File: src/rtl/fe_capture_sequencer_if.sv
// FIFO write bus between the capture sequencer and the FIFO write stage.
interface fe_capture_sequencer_if #(
  parameter int pTIMESTAMP_FULL_WIDTH = 16
);
  logic                             fifo_wr;
  logic [1:0]                       fifo_command;
  logic [pTIMESTAMP_FULL_WIDTH-1:0] fifo_time;
  logic                             fifo_full;

  modport master (output fifo_wr, fifo_command, fifo_time, input fifo_full);
  modport slave  (input fifo_wr, fifo_command, fifo_time, output fifo_full);
endinterface

File: src/rtl/fe_capture_sequencer.sv
// Front-end capture sequencer: arm/trigger/stop control, inter-event delta
// timing, TIME-entry insertion for long gaps, length limiting and overflow.
`ifndef FE_FIFO_CMD_DATA
`define FE_FIFO_CMD_DATA 2'b00
`define FE_FIFO_CMD_STAT 2'b01
`define FE_FIFO_CMD_TIME 2'b10
`endif

module fe_capture_sequencer #(
  parameter int pTIMESTAMP_FULL_WIDTH = 16,
  parameter int pCAPTURE_LEN_WIDTH    = 24
) (
  input  logic                          fe_clk,
  input  logic                          reset_n,
  input  logic                          I_arm,
  input  logic                          I_trigger,
  input  logic [pCAPTURE_LEN_WIDTH-1:0] I_capture_len,
  input  logic                          I_event,
  input  logic [1:0]                    I_data_cmd,
  input  logic [15:0]                   I_max_short_timestamp,
  fe_capture_sequencer_if.master        fifo,
  output logic                          O_capturing,
  output logic                          O_capture_done,
  output logic                          O_overflow,
  output logic [pCAPTURE_LEN_WIDTH-1:0] O_entries
);
  localparam int TW = pTIMESTAMP_FULL_WIDTH;
  localparam int CW = pCAPTURE_LEN_WIDTH;

  typedef enum logic [1:0] {IDLE, ARMED, CAPTURE, DONE} state_t;
  state_t state_q, state_d;

  logic [TW-1:0] dcnt_q, delta;
  logic          trig_now, in_cap, accept, is_long, sat;

  // one-stage holding register for the event entry (fixed latency 2)
  logic          ev_vld_q;
  logic [1:0]    ev_cmd_q;
  logic [TW-1:0] ev_time_q;

  logic          wr_req, wr_ok, lost, hit_len;
  logic [1:0]    wr_cmd;
  logic [TW-1:0] wr_time;
  logic [CW-1:0] entries_inc;

  logic          wr_q, ovf_q;
  logic [1:0]    cmd_q;
  logic [TW-1:0] time_q;
  logic [CW-1:0] entries_q;

  // Event acceptance, delta classification and write selection for this cycle.
  // I_fifo_full is sampled in the cycle that decides a write, since the write
  // strobe is registered. A held event entry wins over a TIME entry; the two
  // never coincide as long as I_max_short_timestamp >= 1.
  always_comb begin
    trig_now    = (state_q == ARMED) && I_arm && I_trigger;
    in_cap      = (state_q == CAPTURE) && I_arm;
    accept      = (trig_now || in_cap) && I_event;
    delta       = trig_now ? '0 : dcnt_q;
    is_long     = accept && ({16'd0, delta} > {{TW{1'b0}}, I_max_short_timestamp});
    sat         = in_cap && !I_event && (delta == {TW{1'b1}});
    wr_req      = 1'b0;
    wr_cmd      = ev_cmd_q;
    wr_time     = ev_time_q;
    if (in_cap && ev_vld_q) begin
      wr_req = 1'b1;
    end else if (in_cap && (is_long || sat)) begin
      wr_req  = 1'b1;
      wr_cmd  = `FE_FIFO_CMD_TIME;
      wr_time = delta;
    end
    wr_ok       = wr_req && !fifo.fifo_full;
    lost        = wr_req && fifo.fifo_full;
    entries_inc = entries_q + 1'b1;
    hit_len     = wr_ok && (I_capture_len != '0) && (entries_inc == I_capture_len);
  end

  // Next-state logic; dropping I_arm aborts from any state.
  always_comb begin
    state_d = state_q;
    if (!I_arm) begin
      state_d = IDLE;
    end else begin
      case (state_q)
        IDLE:    state_d = ARMED;
        ARMED:   if (I_trigger) state_d = CAPTURE;
        CAPTURE: if (lost || hit_len) state_d = DONE;
        DONE:    state_d = DONE;
        default: state_d = IDLE;
      endcase
    end
  end

  // State register.
  always_ff @(posedge fe_clk or negedge reset_n) begin
    if (!reset_n) state_q <= IDLE;
    else          state_q <= state_d;
  end

  // Delta counter holds the delta of the next cycle; every reference cycle restarts it.
  always_ff @(posedge fe_clk or negedge reset_n) begin
    if (!reset_n)     dcnt_q <= '0;
    else if (trig_now) dcnt_q <= TW'(1);
    else if (in_cap)  dcnt_q <= (accept || sat) ? TW'(1) : dcnt_q + 1'b1;
  end

  // Event stage; cleared whenever the capture ends so in-flight entries vanish.
  always_ff @(posedge fe_clk or negedge reset_n) begin
    if (!reset_n) begin
      ev_vld_q  <= 1'b0;
      ev_cmd_q  <= '0;
      ev_time_q <= '0;
    end else begin
      ev_vld_q <= accept && (state_d == CAPTURE);
      if (accept) begin
        ev_cmd_q  <= I_data_cmd;
        ev_time_q <= is_long ? '0 : delta;
      end
    end
  end

  // Registered FIFO write; command/time hold between writes.
  always_ff @(posedge fe_clk or negedge reset_n) begin
    if (!reset_n) begin
      wr_q   <= 1'b0;
      cmd_q  <= '0;
      time_q <= '0;
    end else begin
      wr_q <= wr_ok;
      if (wr_ok) begin
        cmd_q  <= wr_cmd;
        time_q <= wr_time;
      end
    end
  end

  // Entry count and sticky overflow, both cleared when a new capture is armed.
  always_ff @(posedge fe_clk or negedge reset_n) begin
    if (!reset_n) begin
      entries_q <= '0;
      ovf_q     <= 1'b0;
    end else if (state_q == IDLE && I_arm) begin
      entries_q <= '0;
      ovf_q     <= 1'b0;
    end else begin
      if (wr_ok) entries_q <= entries_inc;
      if (lost)  ovf_q     <= 1'b1;
    end
  end

  assign fifo.fifo_wr      = wr_q;
  assign fifo.fifo_command = cmd_q;
  assign fifo.fifo_time    = time_q;
  assign O_capturing       = (state_q == CAPTURE);
  assign O_capture_done    = (state_q == DONE);
  assign O_overflow        = ovf_q;
  assign O_entries         = entries_q;
endmodule

File: src/flat_wrapper.sv
// flat-port wrapper written by rule: the top's interface ports become plain ports
module fe_capture_sequencer_flat 
#(
  parameter int pTIMESTAMP_FULL_WIDTH = 16,
  parameter int pCAPTURE_LEN_WIDTH    = 24
)
  (fe_clk, reset_n, I_arm, I_trigger, I_capture_len, I_event, I_data_cmd, I_max_short_timestamp, O_capturing, O_capture_done, O_overflow, O_entries, fifo_fifo_wr, fifo_fifo_command, fifo_fifo_time, fifo_fifo_full);
  fe_capture_sequencer_if #(.pTIMESTAMP_FULL_WIDTH(pTIMESTAMP_FULL_WIDTH)) fifo_i ();
  input  logic fe_clk;
  input  logic reset_n;
  input  logic I_arm;
  input  logic I_trigger;
  input  logic [pCAPTURE_LEN_WIDTH-1:0] I_capture_len;
  input  logic I_event;
  input  logic [1:0] I_data_cmd;
  input  logic [15:0] I_max_short_timestamp;
  output logic O_capturing;
  output logic O_capture_done;
  output logic O_overflow;
  output logic [pCAPTURE_LEN_WIDTH-1:0] O_entries;
  output wire logic [$bits(fifo_i.fifo_wr)-1:0] fifo_fifo_wr;
  output wire logic [$bits(fifo_i.fifo_command)-1:0] fifo_fifo_command;
  output wire logic [$bits(fifo_i.fifo_time)-1:0] fifo_fifo_time;
  input wire logic [$bits(fifo_i.fifo_full)-1:0] fifo_fifo_full;
  assign fifo_fifo_wr = fifo_i.fifo_wr;
  assign fifo_fifo_command = fifo_i.fifo_command;
  assign fifo_fifo_time = fifo_i.fifo_time;
  assign fifo_i.fifo_full = fifo_fifo_full;
  fe_capture_sequencer #(.pTIMESTAMP_FULL_WIDTH(pTIMESTAMP_FULL_WIDTH), .pCAPTURE_LEN_WIDTH(pCAPTURE_LEN_WIDTH)) u_core (.fe_clk(fe_clk), .reset_n(reset_n), .I_arm(I_arm), .I_trigger(I_trigger), .I_capture_len(I_capture_len), .I_event(I_event), .I_data_cmd(I_data_cmd), .I_max_short_timestamp(I_max_short_timestamp), .fifo(fifo_i), .O_capturing(O_capturing), .O_capture_done(O_capture_done), .O_overflow(O_overflow), .O_entries(O_entries));
endmodule
File: config.mk
export PLATFORM = sky130hd
export DESIGN_NAME = fe_capture_sequencer_flat
export DESIGN_NICKNAME = d
export VERILOG_FILES = /design/src/rtl/fe_capture_sequencer_if.sv /design/src/rtl/fe_capture_sequencer.sv /design/src/flat_wrapper.sv
export SDC_FILE = /design/constraint.sdc
export NUM_CORES = 1
export LEC_CHECK = 0
export CORE_MARGIN = 5
export CORE_UTILIZATION = 45
export DETAILED_ROUTE_END_ITERATION = 8
export PLACE_DENSITY_LB_ADDON = 0.08
export SYNTH_ARGS = -nofsm -noshare
export SYNTH_HDL_FRONTEND = slang
export SYNTH_SLANG_ARGS = --single-unit
export TNS_END_PERCENT = 5
File: constraint.sdc
create_clock -name fe_clk -period 4.96 [get_ports fe_clk]
set_clock_uncertainty 0.1 [all_clocks]
set_input_delay 0.744 -clock fe_clk [delete_from_list [all_inputs] [get_ports fe_clk]]
set_output_delay 0.744 -clock fe_clk [all_outputs]
set_load 0.005 [all_outputs]
==> flow_summary.toml <==
[critical_path]
critPathKind = "input pin to register"
slowest_library_cell_on_the_worst_path = "clkdlybuf4s50_1"
worst_path_max_stage_delay_ns = 0.55
worstPathArrival_ns = 4.46
timing.critical_path.fanout_max = 21
worst-endpoint-required_ns = 5.09
cp_cell_sequence = "clkdlybuf4s50_1 > nand4b_1 > buf_4 > nand2_1 > inv_1 > ha_1 > nand4_2 > or3_1 > nor4_1 > and4bb_1 > nor4_4 > buf_4 > mux2_1 > mux2_1"
worst-r2r-cell-count = 13
timing.critical_path.to_type = "register"
setup.worst_path.start_class = "input pin"

[global_route]
grt_util_all_layers_pct = 23.16
largest_net_degree_at_the_start_of_global_routing = 82
global_route.overflow_total = 0
grt_pass1_wl_um = 26640
initial_antenna_violation_count = 0
first_global_vias = 5073

[cts]
clockRootBuffer = "clkbuf_16"
max-clock-path-buffers = 2
tritoncts = "yes"
ctsHoldBuffers = 0
cts_setup_buffers = 0
clock-sinks = 81
clkTransAtPathRegs_ns = 0.07
h-tree-depth = 3
cts_inserted_buffers = 9
cts-resized-gates = 0
clk-insertion-delay-late_ns = 0.35

[sta]
setup_viol_count_final = 0
rsz0062_at_grt = "false"
final.period_utilization_pct = 87.18
timing_hold_violations_final = 0
worst_slew_pin_slew_ns = 1.232
fin_tns_setup_ns = 0
timing.final.ws_setup_ns = 0.6357
min_cycle_time_layout_ns = 4.324
timing.max_slew.rel_slack_pct = 17.88
drv_slew = 0
achievable-frequency_ghz = 0.2313

[logic_synthesis]
postSynthAreaPerCell_um2 = 8.836
ys_warns = 0
postSynthNetCount = 678
ys_types = 70
synth.yosys.seq_area_share_pct = 37.42
postSynthRegisterBits = 81
postSynth.topFlopCell = "dfrtp_1"
number_of_synthesized_flops_with_an_enable_pin = 0
mapped_cell_area_um2 = 5416
postSynthCellCount = 613
async_flop_share_pct = 100.0

[floorplan]
chipWidth_um = 119.7
starting_utilization_of_the_core_area_pct = 45.47
die_area_um2 = 14330
dieHeight_um = 119.7
i_o_pin_cnt = 94
core.rowCount = 40
core_um2 = 11910

[finish]
fin_nets = 761
most-common-layout-cells = "clkdlybuf4s50_1, dfrtp_1, nand2_1, inv_1, o21ai_0"
layout.core_utilization_pct = 56.73
insertedDiodeCount = 0
area_grow_syn2layout_pct = 24.76
drive_gt1_share_pct = 7.989
final_instance_count_excl_fillers = 848
layout.cells.most_common = "clkdlybuf4s50_1"

[pwr]
total_power_mw = 1.611
ir_worst_vdd_uv = 132.2
power_density_nw_per_um2 = 238.4
total_leakage_power_nw = 2.986

[status]
run_status = "complete, no violations"

[place]
hpwl_um = 11780
pre_cts_ws_ns = 0.2686
dpl.cell_count = 832
gpl.final_weighted_congestion = 0.8861
place.port_buffers = 93

[flow_run]
max_cap_viol_count = 0

[route]
wl_per_cell_um = 18.91
drtIter0Drc = 394
route.detailed.drc = 0
antenna_left = 0
post_drt_via_cell_ratio = 5.904
dr_total_vias = 5007
drtPass1Iterations = 8
totalWireLength_um = 16030

[hold_path]
min-delay-path-class = "register to register"
min_delay_path_depth = 1
worst paths after layout:
check                                           from                         to  slack [ns]
min                        u_core.fifo.fifo_time[14]  u_core.fifo.fifo_time[14]        0.39
min reg2reg                u_core.fifo.fifo_time[14]  u_core.fifo.fifo_time[14]        0.39
max reg2reg                        u_core.state_q[0]  u_core.fifo.fifo_time[10]        1.13
max in group asynchronous                    reset_n   u_core.fifo.fifo_time[4]        3.58
min in group asynchronous                    reset_n        u_core.fifo.fifo_wr        0.47
max                                        I_trigger  u_core.fifo.fifo_time[10]        0.64
critical path, delay by kind of cell:
kind | cells | cell delay (ns)
muxes | 2 | 0.62
and+or+nand+nor | 7 | 1.70
adders and majority gates | 1 | 0.30
buffers and inverters | 4 | 1.08
stage by stage:
step	hold slack [ns]	area, um2
3_3_place_gp	0.3599	6459
4_1_cts	0.3834	6758
3_5_place_dp	0.3691	6459
2_1_floorplan	0.3428	5416
6_report	0.3869	6758
5_1_grt	0.4185	6758
metal layers:
layer / global-route usage (%) / vias to the layer above / part of all wire (%)
met1: 34.83 / 2449 / 49
met2: 33.93 / 155 / 44
met4: 6.872 / 0 / 1.5
met5: 0 / - / 0
met3: 4.100 / 22 / 5.6
li1: - / 2381 / -
report_power, final:
group,internal [mW],switching (mW)
logic,0.0916,0.117
registers,0.686,0.0278
clock network,0.404,0.284
total,1.18,0.429
final cells by class:
| class | count | area, um2 |
|---|---|---|
| fillers | 1106 | 5154 |
| repair buffers | 103 | 1003 |
| inverters | 43 | 161.4 |
| flip-flops and latches | 81 | 2027 |
| multi-input cells | 458 | 3083 |
| clock buffers | 12 | 246.5 |
| well taps | 147 | 183.9 |
| clock inverters | 4 | 52.55 |
cells in the mapped netlist (16+ instances only):
master | number | area share (%)
nor2_1 | 31 | 2.1
xor2_1 | 19 | 3.1
inv_1 | 42 | 2.9
nand4_1 | 17 | 2.0
dfrtp_1 | 81 | 37
a21oi_1 | 16 | 1.5
xnor2_1 | 24 | 3.9
nand2_1 | 79 | 5.5
nor4_1 | 18 | 2.1
nand3_1 | 26 | 2.4
o21ai_0 | 33 | 3.0
ha_1 | 17 | 3.9
cells by family after synthesis:
family | synth area share (%)
AOI/OAI and AO/OA | 15.48
xor gates and xnor gates | 6.953
adders and majority gates | 3.927
buffers and inverters | 5.660
DFF | 37.42
muxes | 7.022
and+or+nand+nor | 23.54
sequential cells by signal, indices dropped and copies added (netlist names):
register,flops
u_core.O_entries,24
u_core.O_overflow,1
u_core.dcnt_q,16
u_core.ev_cmd_q,2
u_core.ev_time_q,16
u_core.ev_vld_q,1
u_core.fifo.fifo_command,2
u_core.fifo.fifo_time,16
u_core.fifo.fifo_wr,1
u_core.state_q,2
(Power assumes the default switching activity.)
